`src/rtl/tex_pkg.sv`:
```
// Shared texture-load definitions: asset encoding, asset sizes/locations and
// loader FSM state encoding. The renderer imports the same sizes.
package tex_pkg;

    localparam int BIRD_WORDS = 5250;
    localparam int PIPE_WORDS = 40000;
    localparam int BASE_WORDS = 9600;

    localparam logic [23:0] BIRD_SRC = 24'h100000;
    localparam logic [23:0] PIPE_SRC = 24'h102000;
    localparam logic [23:0] BASE_SRC = 24'h10C000;

    localparam int DEF_TIMEOUT_CYC = 1000000;

    typedef enum logic [1:0] {
        ASSET_BIRD = 2'd0,
        ASSET_PIPE = 2'd1,
        ASSET_BASE = 2'd2
    } asset_t;

    typedef enum logic [2:0] {
        ST_IDLE   = 3'd0,
        ST_REQ    = 3'd1,
        ST_STREAM = 3'd2,
        ST_NEXT   = 3'd3,
        ST_DONE   = 3'd4,
        ST_ERR    = 3'd5
    } state_t;

    function automatic logic [15:0] asset_len(input asset_t a);
        case (a)
            ASSET_BIRD: return 16'(BIRD_WORDS);
            ASSET_PIPE: return 16'(PIPE_WORDS);
            default:    return 16'(BASE_WORDS);
        endcase
    endfunction

    function automatic logic [23:0] asset_src(input asset_t a);
        case (a)
            ASSET_BIRD: return BIRD_SRC;
            ASSET_PIPE: return PIPE_SRC;
            default:    return BASE_SRC;
        endcase
    endfunction

endpackage

```
`src/rtl/tex_write_router.sv`:
```
// Registered demux of returned SDRAM words onto the three texture-RAM write
// ports; owns the single cycle of write latency.
module tex_write_router
    import tex_pkg::*;
#(
    parameter int DATA_W = 16
) (
    input  logic              clk,
    input  logic              rst,
    input  logic [1:0]        asset,
    input  logic [15:0]       word_cnt,
    input  logic [DATA_W-1:0] wr_data,
    input  logic              vld_p0,
    output logic              bird_load_en,
    output logic [12:0]       bird_load_addr,
    output logic              pipe_load_en,
    output logic [15:0]       pipe_load_addr,
    output logic              base_load_en,
    output logic [13:0]       base_load_addr,
    output logic [DATA_W-1:0] load_data
);

    logic              bird_vld_p1;
    logic              pipe_vld_p1;
    logic              base_vld_p1;
    logic [15:0]       addr_p1;
    logic [DATA_W-1:0] data_p1;

    // p0 -> p1: select the port from the asset index and capture address/data
    always_ff @(posedge clk or posedge rst) begin
        if (rst) begin
            bird_vld_p1 <= 1'b0;
            pipe_vld_p1 <= 1'b0;
            base_vld_p1 <= 1'b0;
            addr_p1     <= '0;
            data_p1     <= '0;
        end else begin
            bird_vld_p1 <= vld_p0 && (asset == ASSET_BIRD);
            pipe_vld_p1 <= vld_p0 && (asset == ASSET_PIPE);
            base_vld_p1 <= vld_p0 && (asset == ASSET_BASE);
            if (vld_p0) begin
                addr_p1 <= word_cnt;
                data_p1 <= wr_data;
            end
        end
    end

    assign bird_load_en   = bird_vld_p1;
    assign pipe_load_en   = pipe_vld_p1;
    assign base_load_en   = base_vld_p1;
    assign bird_load_addr = addr_p1[12:0];
    assign pipe_load_addr = addr_p1;
    assign base_load_addr = addr_p1[13:0];
    assign load_data      = data_p1;

endmodule

```
`src/rtl/sprite_tex_loader.sv`:
```
// Boot-time texture sequencer: bursts bird, pipe and ground assets from SDRAM
// into the renderer's texture RAMs. Define SPRITE_TEX_LOADER_TIMEOUT_EN for the watchdog/ERR state.
module sprite_tex_loader
    import tex_pkg::*;
#(
    parameter int DATA_W = 16
`ifdef SPRITE_TEX_LOADER_TIMEOUT_EN
    ,
    parameter int TIMEOUT_CYC = DEF_TIMEOUT_CYC
`endif
) (
    input  logic              clk,
    input  logic              rst,
    input  logic              start,
    output logic              rd_req,
    output logic [23:0]       rd_addr,
    output logic [15:0]       rd_len,
    input  logic              rd_ack,
    input  logic              rd_valid,
    input  logic [DATA_W-1:0] rd_data,
    output logic              bird_load_en,
    output logic [12:0]       bird_load_addr,
    output logic              pipe_load_en,
    output logic [15:0]       pipe_load_addr,
    output logic              base_load_en,
    output logic [13:0]       base_load_addr,
    output logic [DATA_W-1:0] load_data,
    output logic              busy,
    output logic              done,
    output logic              error
);

    state_t      state;
    state_t      state_nxt;
    asset_t      asset;
    logic [15:0] word_cnt;
    logic [15:0] cur_len;
    logic [23:0] cur_src;
    logic        start_ok;
    logic        vld_p0;
    logic        last_word;

    assign cur_len   = asset_len(asset);
    assign cur_src   = asset_src(asset);
    // start is only honoured when no sequence is in flight
    assign start_ok  = start && (state == ST_IDLE || state == ST_DONE || state == ST_ERR);
    assign vld_p0    = rd_valid && (state == ST_STREAM);
    assign last_word = vld_p0 && (word_cnt == cur_len - 16'd1);

`ifdef SPRITE_TEX_LOADER_TIMEOUT_EN
    logic [19:0] wd_cnt;
    logic        wd_run;
    logic        wd_hit;

    assign wd_run = (state == ST_REQ && !rd_ack) || (state == ST_STREAM && !rd_valid);
    assign wd_hit = wd_run && (wd_cnt == 20'(TIMEOUT_CYC - 1));

    always_ff @(posedge clk or posedge rst) begin
        if (rst)         wd_cnt <= '0;
        else if (wd_run) wd_cnt <= wd_cnt + 20'd1;
        else             wd_cnt <= '0;
    end
`endif

    always_ff @(posedge clk or posedge rst) begin
        if (rst) state <= ST_IDLE;
        else     state <= state_nxt;
    end

    always_comb begin
        state_nxt = state;
        case (state)
            ST_IDLE, ST_DONE: if (start)  state_nxt = ST_REQ;
            ST_REQ:           if (rd_ack) state_nxt = ST_STREAM;
            ST_STREAM:        if (last_word) state_nxt = ST_NEXT;
            ST_NEXT:          state_nxt = (asset == ASSET_BASE) ? ST_DONE : ST_REQ;
`ifdef SPRITE_TEX_LOADER_TIMEOUT_EN
            ST_ERR:           if (start)  state_nxt = ST_REQ;
`endif
            default:          state_nxt = ST_IDLE;
        endcase
`ifdef SPRITE_TEX_LOADER_TIMEOUT_EN
        if (wd_hit) state_nxt = ST_ERR;
`endif
    end

    always_comb begin
        rd_req  = (state == ST_REQ);
        rd_addr = rd_req ? cur_src : 24'd0;
        rd_len  = rd_req ? cur_len : 16'd0;
        busy    = (state == ST_REQ) || (state == ST_STREAM) || (state == ST_NEXT);
        done    = (state == ST_DONE);
`ifdef SPRITE_TEX_LOADER_TIMEOUT_EN
        error   = (state == ST_ERR);
`else
        error   = 1'b0;
`endif
    end

    always_ff @(posedge clk or posedge rst) begin
        if (rst) begin
            asset    <= ASSET_BIRD;
            word_cnt <= '0;
        end else begin
            if (start_ok)
                asset <= ASSET_BIRD;
            else if (state == ST_NEXT && asset != ASSET_BASE)
                asset <= asset_t'(asset + 2'd1);
            if (state == ST_REQ && rd_ack)
                word_cnt <= '0;
            else if (vld_p0)
                word_cnt <= word_cnt + 16'd1;
        end
    end

    tex_write_router #(
        .DATA_W (DATA_W)
    ) u_router (
        .clk            (clk),
        .rst            (rst),
        .asset          (asset),
        .word_cnt       (word_cnt),
        .wr_data        (rd_data),
        .vld_p0         (vld_p0),
        .bird_load_en   (bird_load_en),
        .bird_load_addr (bird_load_addr),
        .pipe_load_en   (pipe_load_en),
        .pipe_load_addr (pipe_load_addr),
        .base_load_en   (base_load_en),
        .base_load_addr (base_load_addr),
        .load_data      (load_data)
    );

endmodule
```
`config.mk`:
```
export PLATFORM = sky130hd
export DESIGN_NAME = sprite_tex_loader
export DESIGN_NICKNAME = d
export VERILOG_FILES = /design/src/rtl/tex_pkg.sv /design/src/rtl/tex_write_router.sv /design/src/rtl/sprite_tex_loader.sv
export SDC_FILE = /design/constraint.sdc
export NUM_CORES = 1
export LEC_CHECK = 0
export ABC_CLOCK_PERIOD_IN_PS = 4650
export BUFFER_PORTS_ARGS = -buffer_cell sky130_fd_sc_hd__buf_2
export CAP_MARGIN = 20
export CORE_MARGIN = 8
export CORE_UTILIZATION = 52
export DETAILED_ROUTE_END_ITERATION = 16
export PLACE_DENSITY = 0.82
export SYNTH_ARGS = -nofsm -noshare
export SYNTH_HDL_FRONTEND = slang
export SYNTH_SLANG_ARGS = --single-unit
```
`constraint.sdc`:
```
create_clock -name clk -period 4.65 [get_ports clk]
set_clock_uncertainty 0.1 [all_clocks]
set_input_delay 0.2325 -clock clk [delete_from_list [all_inputs] [get_ports clk]]
set_output_delay 0.2325 -clock clk [all_outputs]
set_load 0.01 [all_outputs]
```
==> run summary, run 1 <==
Status -> complete, but fails checks
Violated checks -> hold timing
Post-DP HPWL -> 4827 µm
# resized after CTS -> 0
Reg-to-Reg Start -> state[1]
Min Tclk post-route -> 2380 ps
Adder-cell share of the synthesized area -> 3.192%
Kind of critical path -> reg -> reg
Wl on met1 -> 2514 µm
Largest net degree at the start of global routing -> 57
Top sig layer -> met4
Hold WS -> -0.5130 ps
Top-area cell type share of the netlist area -> 44.69%
Non-filler cells, final -> 427
ANT nets after route -> 0
Synth Flop Type -> dfrtp_1
H-tree levels -> 2
Clk root buf -> clkbuf_8
Die W -> 93.65 µm
Simple-Gate Fraction of Synth Area -> 12.57%
Worst Setup SP -> state[1]
P_leak -> 1.842 nW
Peak supply drop -> 0.3432 mV
Max Root-Sink Buffers -> 2
Layout cells sized above 1 -> 42.05%
Cts bufs inserted -> 5
Crit path launch type -> flip-flop
Pwr dens -> 479.3 mW/mm²
Async S/R FF share, synth -> 100.0%
Compound-gate portion of the synthesized area -> 5.267%
CP max FO -> 21
Largest family of logic cells by synthesized area -> buffers and inverters
Dpl cells -> 419
Maximum clock rate -> 420.2 MHz
CTS Sinks -> 56
Nets -> 380
Most frequent cells in the layout -> 98 x buf_2, 56 x dfrtp_1, 33 x mux2_2
CTS tree -> yes
Fin. Hold Viols -> 1
Post-CTS setup buffer count -> 0
Netlist Area Pre-Place -> 0.003136 mm²
Xor and xnor area share after synthesis -> 3.352%
Starting DRT DRC Count -> 123
CP Capture Type -> flip-flop
Die area -> 0.008770 mm²
Clk Latency, worst-skew pair -> 310 ps
Synthesized flop and latch total -> 56
GRT Total Usage -> 14.47%
Initial core utilization -> 53.27%
Worst-path clk slew -> 100 ps
Pre-CTS setup slack -> 2289 ps
Synth area leaders -> dfrtp_1 45%, buf_4 15%, mux2_2 12%
Max Cap Violations -> 0
Total number of vias -> 2157
Ports -> 127
Metal2 WL -> 3077 µm
First-pass GRT wire length -> 10520 µm
Synth Warn # -> 0
Max_slew headroom -> 55.19%
Final Worst Setup Slack -> 2270 ps
Register area share after synthesis -> 44.69%
Fin crit share -> 51.17%
EDFF count, synth -> 0
Drt pass-1 iters -> 4
Placeable Area -> 0.005886 mm²
Final setup vio count -> 0
Metal3 WL -> 618 µm
Hold WC Path Type -> in -> async
Synth Instances -> 291
Global placer's final weighted congestion -> 0.7999
Distinct cells, synth -> 38
Mux cell area share after synthesis -> 12.49%
Avg Inst Size Synth -> 10.77 µm²
Grt ovf -> 0
Routed wire per std cell -> 14.63 µm
Fin util -> 58.01%
Final Max Slew Viols -> 0
Hold buffers post-CTS -> 0
Area leader, netlist -> dfrtp_1
Vias per std cell -> 5.052
N_diodes -> 0
IO buf count -> 98
Total wire length -> 6248 µm
Vias in the first global route -> 2212
Worst Tran Pin Value -> 672.1 ps
Die height -> 93.65 µm
Initial antenna violation count -> 0
Row count -> 28
DRC viols -> 0
Worst endpoint required time -> 4790 ps
Commonest non-fill, non-tap cell in the layout -> buf_2
Crit path DAT -> 2520 ps
Setup TNS Final -> 0 ps
Unrepaired setup endpoints after global routing -> no
Layout area overhead -> 8.898%
routing by layer:
| metal | vias up | track usage, % |
|---|---|---|
| met4 | 0 | 2.510 |
| li1 | 1015 | - |
| met2 | 84 | 25.44 |
| met5 | - | 0 |
| met1 | 1054 | 16.45 |
| met3 | 4 | 5.516 |
critical path: stages, from the launching register on:
cell and delay [ps]:
dfrtp_1 630, and4bb_2 680, nand3_2 220, or4_1 510, a21oi_1 170
cell type report:
class | instances | area (µm²)
timing repair buffer | 100 | 505.5
sequential | 56 | 1401
multi-input combinational | 178 | 1261
inverter | 10 | 37.54
clock buffer | 5 | 68.82
clock inverter | 3 | 46.29
tap | 75 | 93.84
fill | 513 | 2471
cells in the mapped netlist, types with 2 or more instances:
| cell | number |
|---|---|
| o31ai_1 | 6 |
| nand2b_1 | 2 |
| o22ai_1 | 2 |
| o211ai_1 | 4 |
| buf_4 | 63 |
| dfrtp_1 | 56 |
| or3b_2 | 2 |
| mux2i_1 | 2 |
| a21oi_1 | 7 |
| xnor2_1 | 3 |
| ha_1 | 8 |
| nand3_1 | 2 |
| nor2_1 | 16 |
| and2_1 | 5 |
| buf_2 | 6 |
| mux2_2 | 33 |
| nand2_1 | 14 |
| clkbuf_1 | 2 |
| buf_6 | 2 |
| xor2_1 | 9 |
| o21a_1 | 2 |
| nand4_1 | 5 |
| and3_1 | 5 |
| nor3_1 | 9 |
| inv_1 | 10 |
| or4_1 | 4 |
registers in the layout, indices dropped and copies added (netlist names):
name	cells
u_router.pipe_load_addr	16
state	3
u_router.base_load_en	1
u_router.pipe_load_en	1
u_router.load_data	16
word_cnt	16
asset	2
u_router.bird_load_en	1
cells by family after synthesis:
family	count (synthesis)
buffers and inverters	84
AND/OR/NAND/NOR	71
flip-flops	56
multiplexers	35
AO/OA/AOI/OAI	24
XOR/XNOR	12
adder cells (fa/ha/maj)	8
other	1
final timing paths:
kind	endpoint	slack, ps	depth (start not counted)
setup / recovery	word_cnt[13]	2270	4
hold / removal	u_router.load_data[0]	-0.5	3
setup reg to reg	word_cnt[13]	2270	4
hold reg to reg	u_router.load_data[1]	410	1
max in group asynchronous	u_router.bird_load_en	4010	3
min in group clk	u_router.load_data[8]	40	2
per-stage QoR:
stage                     instance area [µm²]  power, mW
after floorplan                          3237      1.181
after global placement                   3299      1.312
after global routing                     3415      1.760
after detailed placement                 3299      1.338
after CTS                                3415      1.661
final                                    3415      1.636
power breakdown:
group          leakage, nW  internal, mW  switching, mW
clock               0.0548         0.162          0.157
sequential           0.741         0.594         0.0893
combinational         1.05         0.289          0.344
total                 1.84          1.05          0.591
No activity file was read; power rests on OpenSTA's default activity.
==> run 2, diff against run 1 <==
--- a/config.mk
+++ b/config.mk
@@ -5,13 +5,14 @@
 export SDC_FILE = /design/constraint.sdc
 export NUM_CORES = 1
 export LEC_CHECK = 0
-export ABC_CLOCK_PERIOD_IN_PS = 4650
+export ABC_AREA = 1
+export ABC_CLOCK_PERIOD_IN_PS = 2100
 export BUFFER_PORTS_ARGS = -buffer_cell sky130_fd_sc_hd__buf_2
 export CAP_MARGIN = 20
 export CORE_MARGIN = 8
-export CORE_UTILIZATION = 52
+export CORE_UTILIZATION = 44
 export DETAILED_ROUTE_END_ITERATION = 16
-export PLACE_DENSITY = 0.82
+export PLACE_DENSITY = 0.73
 export SYNTH_ARGS = -nofsm -noshare
 export SYNTH_HDL_FRONTEND = slang
 export SYNTH_SLANG_ARGS = --single-unit
==> constraint.sdc (replaced) <==
create_clock -name clk -period 2.1 [get_ports clk]
set_clock_uncertainty 0.1 [all_clocks]
set_input_delay 0.105 -clock clk [delete_from_list [all_inputs] [get_ports clk]]
set_output_delay 0.105 -clock clk [all_outputs]
set_load 0.01 [all_outputs]
==> run summary, run 2 <==
Unrepaired setup endpoints after global routing -> yes (was no)
Peak supply drop -> 0.5466 mV (was 0.3432 mV)
Placeable Area -> 0.007214 mm² (was 0.005886 mm²)
Synth area leaders -> dfrtp_1 43%, buf_4 15%, nand2_1 13% (was dfrtp_1 45%, buf_4 15%, mux2_2 12%)
Clock group share of total power -> 13.2% (was 19.5%)
CP Capture Type -> flip-flop (unchanged)
Die area -> 0.01038 mm² (was 0.008770 mm²)
Slowest cell on crit path -> dfrtp_1 (was and4bb_2)
P_leak -> 2.106 nW (was 1.842 nW)
CTS Sinks -> 56 (unchanged)
Routed wire per std cell -> 12.87 µm (was 14.63 µm)
CP peak stage delay -> 440 ps (was 680 ps)
Max Root-Sink Buffers -> 2 (unchanged)
Die height -> 101.9 µm (was 93.65 µm)
Initial core utilization -> 44.99% (was 53.27%)
ANT nets after route -> 0 (unchanged)
Most frequent cell after synthesis -> nand2_1 (was buf_4)
Internal power -> 2.569 mW (was 1.045 mW)
Avg Inst Size Synth -> 7.840 µm² (was 10.77 µm²)
Worst-path clk slew -> 90 ps (was 100 ps)
Crit path launch type -> flip-flop (unchanged)
Register area share after synthesis -> 43.18% (was 44.69%)
DRC viols -> 0 (unchanged)
Min Tclk post-route -> 1974 ps (was 2380 ps)
Comb pwr share -> 50.6% (was 38.7%)
Post-DP HPWL -> 5609 µm (was 4827 µm)
Most frequent cells in the layout -> 115 x nand2_1, 98 x buf_2, 56 x dfrtp_1 (was 98 x buf_2, 56 x dfrtp_1, 33 x mux2_2)
Area leader, netlist -> dfrtp_1 (unchanged)
Hold WC Path Type -> in -> reg (was in -> async)
Initial antenna violation count -> 0 (unchanged)
Fin util -> 52.98% (was 58.01%)
CP top delay family -> simple AND/OR/NAND/NOR gates (unchanged)
Max Cap Violations -> 0 (unchanged)
Layout cells sized above 1 -> 27.44% (was 42.05%)
Non-filler cells, final -> 602 (was 427)
Commonest non-fill, non-tap cell in the layout -> nand2_1 (was buf_2)
Clk root buf -> clkbuf_8 (unchanged)
Total number of vias -> 2740 (was 2157)
Synth Instances -> 414 (was 291)
Synthesized flop and latch total -> 56 (unchanged)
Kind of critical path -> reg -> reg (unchanged)
Worst Tran Pin Value -> 696.8 ps (was 672.1 ps)
Final Max Slew Viols -> 0 (unchanged)
Worst endpoint required time -> 2210 ps (was 4790 ps)
Netlist Area Pre-Place -> 0.003246 mm² (was 0.003136 mm²)
H-tree levels -> 2 (unchanged)
CP max FO -> 5 (was 21)
Reg power frac -> 36.3% (was 41.8%)
Maximum clock rate -> 506.7 MHz (was 420.2 MHz)
Fin crit share -> 93.99% (was 51.17%)
Worst-path cell chain -> inv_2 > ha_4 > inv_2 > ha_2 > inv_1 > nand2_1 > nand3_1 > nand2_1 > nand2_1 > nor2_1 > nand2_1 > nand2_2 > nand2_1 > nand2_1 > nand2_1 (was and4bb_2 > nand3_2 > or4_1 > a21oi_1)
Ports -> 127 (unchanged)
Largest net degree at the start of global routing -> 57 (unchanged)
Global placer's final weighted congestion -> 0.8932 (was 0.7999)
Starting DRT DRC Count -> 146 (was 123)
Total wire length -> 7749 µm (was 6248 µm)
Grt ovf -> 0 (unchanged)
Synth Flop Type -> dfrtp_1 (unchanged)
Most frequent cells after synthesis -> 116 x nand2_1, 63 x buf_4, 56 x dfrtp_1 (was 63 x buf_4, 56 x dfrtp_1, 33 x mux2_2)
CTS tree -> yes (unchanged)
Max_slew headroom -> 53.55% (was 55.19%)
Final setup vio count -> 0 (unchanged)
Crit path DAT -> 2090 ps (was 2520 ps)
Fin. Hold Viols -> 0 (was 1)
Cts bufs inserted -> 5 (unchanged)
Distinct cells, synth -> 27 (was 38)
Status -> finished clean (was complete, but fails checks)
Pwr dens -> 1200 mW/mm² (was 479.3 mW/mm²)
Top-area cell type share of the netlist area -> 43.18% (was 44.69%)
Synth Warn # -> 0 (unchanged)
Vias in the first global route -> 2639 (was 2212)
Dpl cells -> 572 (was 419)
GRT Total Usage -> 14.76% (was 14.47%)
Async S/R FF share, synth -> 100.0% (unchanged)
Nets -> 531 (was 380)
Drt pass-1 iters -> 4 (unchanged)
Die W -> 101.9 µm (was 93.65 µm)
EDFF count, synth -> 0 (unchanged)
Switching part of the total power -> 43.99% (was 36.11%)
Vias per std cell -> 4.551 (was 5.052)
Row count -> 31 (was 28)
Layout area overhead -> 17.77% (was 8.898%)
Clk Latency, worst-skew pair -> 310 ps (about the same)
N_diodes -> 0 (unchanged)
Critical Path Most Common Cell -> nand2_1
First-pass GRT wire length -> 12250 µm (was 10520 µm)
CP bufs+invs -> 3 (was 0)
IO buf count -> 98 (unchanged)
Switching pwr -> 2.017 mW (was 0.5910 mW)
[run 2: what timing repair did]
action	4_1_cts	5_1_grt
hold buffers	18	0
buffers inserted	0	4
resized for setup	0	11
endpoints found under the setup margin	0	7
endpoints found under the hold margin	73	0
[run 2: path summary, 6_finish.rpt]
check	start	to	slack [ps]	cells after the start
max in group asynchronous	rst	word_cnt[8]	1010	4
hold / removal	start	asset[0]	40	4
hold reg to reg	u_router.load_data[7]	u_router.load_data[7]	370	2
min in group asynchronous	rst	u_router.load_data[5]	420	4
setup reg to reg	asset[0]	state[2]	130	15
setup / recovery	asset[0]	state[2]	130	15
[run 2: per-stage QoR]
stage | worst slack (ps) | cell area [µm²] | power, mW | setup TNS (ps) | hold slack (ps)
after floorplan | 191.9 | 3347 | 3.335 | 0 | 121.7
after global placement | 150.2 | 3477 | 3.795 | 0 | 206.6
after detailed placement | 69.02 | 3477 | 3.852 | 0 | 209.6
after CTS | 42.71 | 3750 | 4.497 | 0 | 25.80
after global routing | -13.58 | 3822 | 4.987 | -13.58 | 57.77
final | 126.3 | 3822 | 4.585 | 0 | 37.44
[run 2: cell type report]
class                      count  area, µm²
fill                         697       3392
sequential                    56       1401
multi-input combinational    272       1305
timing repair buffer         126      745.7
inverter                      41      153.9
tap                           99      123.9
clock buffer                   6      82.58
clock inverter                 2      10.01
[run 2: kinds of logic after synthesis]
group,Yosys count,share of synthesized area [%]
other,1,0.1155
XOR/XNOR,3,0.8097
AND/OR/NAND/NOR,193,25.44
buffers and inverters,113,21.05
adder cells (fa/ha/maj),8,3.084
flip-flops,56,43.18
AO/OA/AOI/OAI,40,6.322
[run 2: power by group through the flow]
stage / clock network, mW / logic, mW / registers, mW
after floorplan: 0 / 1.57 / 1.76
after global placement: 0 / 2.13 / 1.66
after detailed placement: 0 / 2.19 / 1.66
after CTS: 0.631 / 2.21 / 1.65
after global routing: 0.660 / 2.61 / 1.72
final: 0.604 / 2.32 / 1.66
[run 2: metal layers]
| layer | up-vias | share of wire (%) | track usage, % |
|---|---|---|---|
| met3 | 11 | 11 | 4.632 |
| met5 | - | 0 | 0 |
| met1 | 1235 | 41 | 17.46 |
| li1 | 1384 | - | - |
| met4 | 0 | 1.5 | 5.756 |
| met2 | 110 | 46 | 24.45 |
[run 2: worst reg2reg max path: cells and delay by family (launching register included)]
family | cells | cell delay, ps
buf+inv | 3 | 250
flops | 1 | 440
simple gates | 10 | 700
fa+ha+maj | 2 | 380
==> run 3, diff against run 2 <==
--- a/config.mk
+++ b/config.mk
@@ -10,9 +10,9 @@
 export BUFFER_PORTS_ARGS = -buffer_cell sky130_fd_sc_hd__buf_2
 export CAP_MARGIN = 20
 export CORE_MARGIN = 8
-export CORE_UTILIZATION = 44
+export CORE_UTILIZATION = 25
 export DETAILED_ROUTE_END_ITERATION = 16
-export PLACE_DENSITY = 0.73
+export PLACE_DENSITY = 0.45
 export SYNTH_ARGS = -nofsm -noshare
 export SYNTH_HDL_FRONTEND = slang
 export SYNTH_SLANG_ARGS = --single-unit
==> run summary, run 3 (synthesis gave the netlist of run 2 again) <==
Pwr dens -> 1208 mW/mm² (was 1200 mW/mm²)
Reg-to-Reg Start -> asset[1] (was asset[0])
Clk Latency, worst-skew pair -> 290 ps (was 310 ps)
Largest net degree at the start of global routing -> 30 (was 57)
Min Tclk post-route -> 1984 ps (was 1974 ps)
Ports -> 127 (unchanged)
Initial core utilization -> 25.61% (was 44.99%)
CP max FO -> 5 (unchanged)
Layout cells sized above 1 -> 26.49% (was 27.44%)
Routed wire per std cell -> 12.37 µm (was 12.87 µm)
Storage cell area -> 0.001401 mm² (unchanged)
Fin. Hold Viols -> 0 (unchanged)
Die height -> 129.9 µm (was 101.9 µm)
Cts bufs inserted -> 5 (unchanged)
Die area -> 0.01688 mm² (was 0.01038 mm²)
Crit path launch type -> flip-flop (unchanged)
Starting DRT DRC Count -> 84 (was 146)
Hold WC Path Type -> in -> reg (unchanged)
HP Start -> start (unchanged)
Commonest non-fill, non-tap cell in the layout -> nand2_1 (unchanged)
Internal power -> 2.727 mW (was 2.569 mW)
Clock group share of total power -> 18.0% (was 13.2%)
Reg power frac -> 35.0% (was 36.3%)
Crit path DAT -> 2070 ps (was 2090 ps)
Final Max Slew Viols -> 0 (unchanged)
Total wire length -> 8338 µm (was 7749 µm)
Most frequent cells in the layout -> 115 x nand2_1, 98 x buf_2, 56 x dfrtp_1 (unchanged)
Vias per std cell -> 4.053 (was 4.551)
Status -> finished clean (unchanged)
Drt pass-1 iters -> 4 (unchanged)
Pre-CTS setup slack -> 25.01 ps (was 69.02 ps)
CP Capture Type -> flip-flop (unchanged)
Row count -> 41 (was 31)
Max Root-Sink Buffers -> 2 (unchanged)
N_diodes -> 0 (unchanged)
Gr busiest metal -> met2 (unchanged)
GRT Total Usage -> 9.967% (was 14.76%)
Max Cap Violations -> 0 (unchanged)
Grt ovf -> 0 (unchanged)
Peak supply drop -> 0.3283 mV (was 0.5466 mV)
CTS tree -> yes (unchanged)
Final setup vio count -> 0 (unchanged)
Switching part of the total power -> 42.74% (was 43.99%)
Post-DP HPWL -> 6531 µm (was 5609 µm)
Kind of critical path -> reg -> reg (unchanged)
Filler cells -> 1382 (was 697)
Global placer's final weighted congestion -> 0.8216 (was 0.8932)
Clk root buf -> clkbuf_16 (was clkbuf_8)
Nets -> 530 (was 531)
P_leak -> 2.121 nW (was 2.106 nW)
H-tree levels -> 2 (unchanged)
Fin crit share -> 94.47% (was 93.99%)
Worst Setup SP -> asset[1] (was asset[0])
Met3 Usage GRT -> 2.815% (was 4.632%)
Placeable Area -> 0.01267 mm² (was 0.007214 mm²)
Maximum clock rate -> 504.0 MHz (was 506.7 MHz)
First-pass GRT wire length -> 13470 µm (was 12250 µm)
Layout area overhead -> 21.43% (was 17.77%)
Switching pwr -> 2.035 mW (was 2.017 mW)
CTS Sinks -> 56 (unchanged)
Met1 Resource Use GR -> 13.26% (was 17.46%)
Total number of vias -> 2732 (was 2740)
Initial antenna violation count -> 0 (unchanged)
Fin util -> 31.11% (was 52.98%)
ANT nets after route -> 0 (unchanged)
Vias in the first global route -> 2642 (was 2639)
Worst-path clk slew -> 70 ps (was 90 ps)
DRC viols -> 0 (unchanged)
Final Worst Setup Slack -> 116.0 ps (was 126.3 ps)
GR Util met2 -> 15.65% (was 24.45%)
Unrepaired setup endpoints after global routing -> yes (unchanged)
Multi-input combinational cell area -> 0.001282 mm² (was 0.001305 mm²)
Die W -> 129.9 µm (was 101.9 µm)
R2r setup slk -> 120 ps (was 130 ps)
IO buf count -> 98 (unchanged)
Comb pwr share -> 47.0% (was 50.6%)
Worst endpoint required time -> 2190 ps (was 2210 ps)
==> run 3: metal layers <==
metal / share of wire, % / vias up
met1: 46 / 1240
met4: 0.55 / 0
met5: 0 / -
li1: - / 1379
met2: 45 / 109
met3: 9.2 / 4
==> run 3: layout make-up <==
class                   count  share of cell area, %
repair buffers            125                  18.73
flip-flops and latches     56                  35.56
clock buffers               7                  3.619
well taps                 172                  5.460
inverters                  41                  3.905
clock inverters             1                 0.1905
multi-input cells         272                  32.54
==> run 3: final timing paths <==
check / cells past startpoint / end
worst max-delay path: 15 / state[2]
worst min-delay path: 4 / asset[0]
worst max register to register: 15 / state[2]
worst min register to register: 2 / u_router.load_data[6]
max in group asynchronous: 4 / u_router.pipe_load_addr[13]
min in group asynchronous: 3 / u_router.load_data[12]
==> run 3: worst max-delay path, cell delays in order, from the launching register on <==
cell     delay [ps]
dfrtp_1         400
inv_2           110
ha_1            170
inv_1            90
ha_1            300
inv_1            40
nand2_1          50
nand2_1          40
nor2_1           90
nand2_1          70
nor2_1           80
nand2_1          80
nand2_2          80
nand2_1          50
nand2_1          60
nand2_1          50
==> run 3: stage by stage <==
step                      total power, mW  instance area, µm²  cells  setup TNS, ps  hold slack [ps]
after floorplan                     3.335                3347    441              0            121.7
after global placement              3.887                3583    647              0            40.12
after detailed placement            3.901                3583    647              0            42.41
after CTS                           4.808                3914    673              0            62.74
after global routing                5.219                3941    674         -41.16            97.78
final                               4.762                3941    674              0            66.34
==> run 3: what timing repair did <==
action                                  in CTS  in global routing
resized for setup                            0                  7
buffers inserted                             0                  1
hold buffers                                18                  0
hold endpoints to repair                    34                  0
endpoints found under the setup margin       0                  7
==> run 3: power groups by stage <==
stage	logic (mW)	clock network, mW	registers, mW
5_1_grt	2.55	0.947	1.72
4_1_cts	2.25	0.891	1.67
6_report	2.24	0.856	1.67
3_3_place_gp	2.21	0	1.68
3_5_place_dp	2.22	0	1.68
2_1_floorplan	1.57	0	1.76
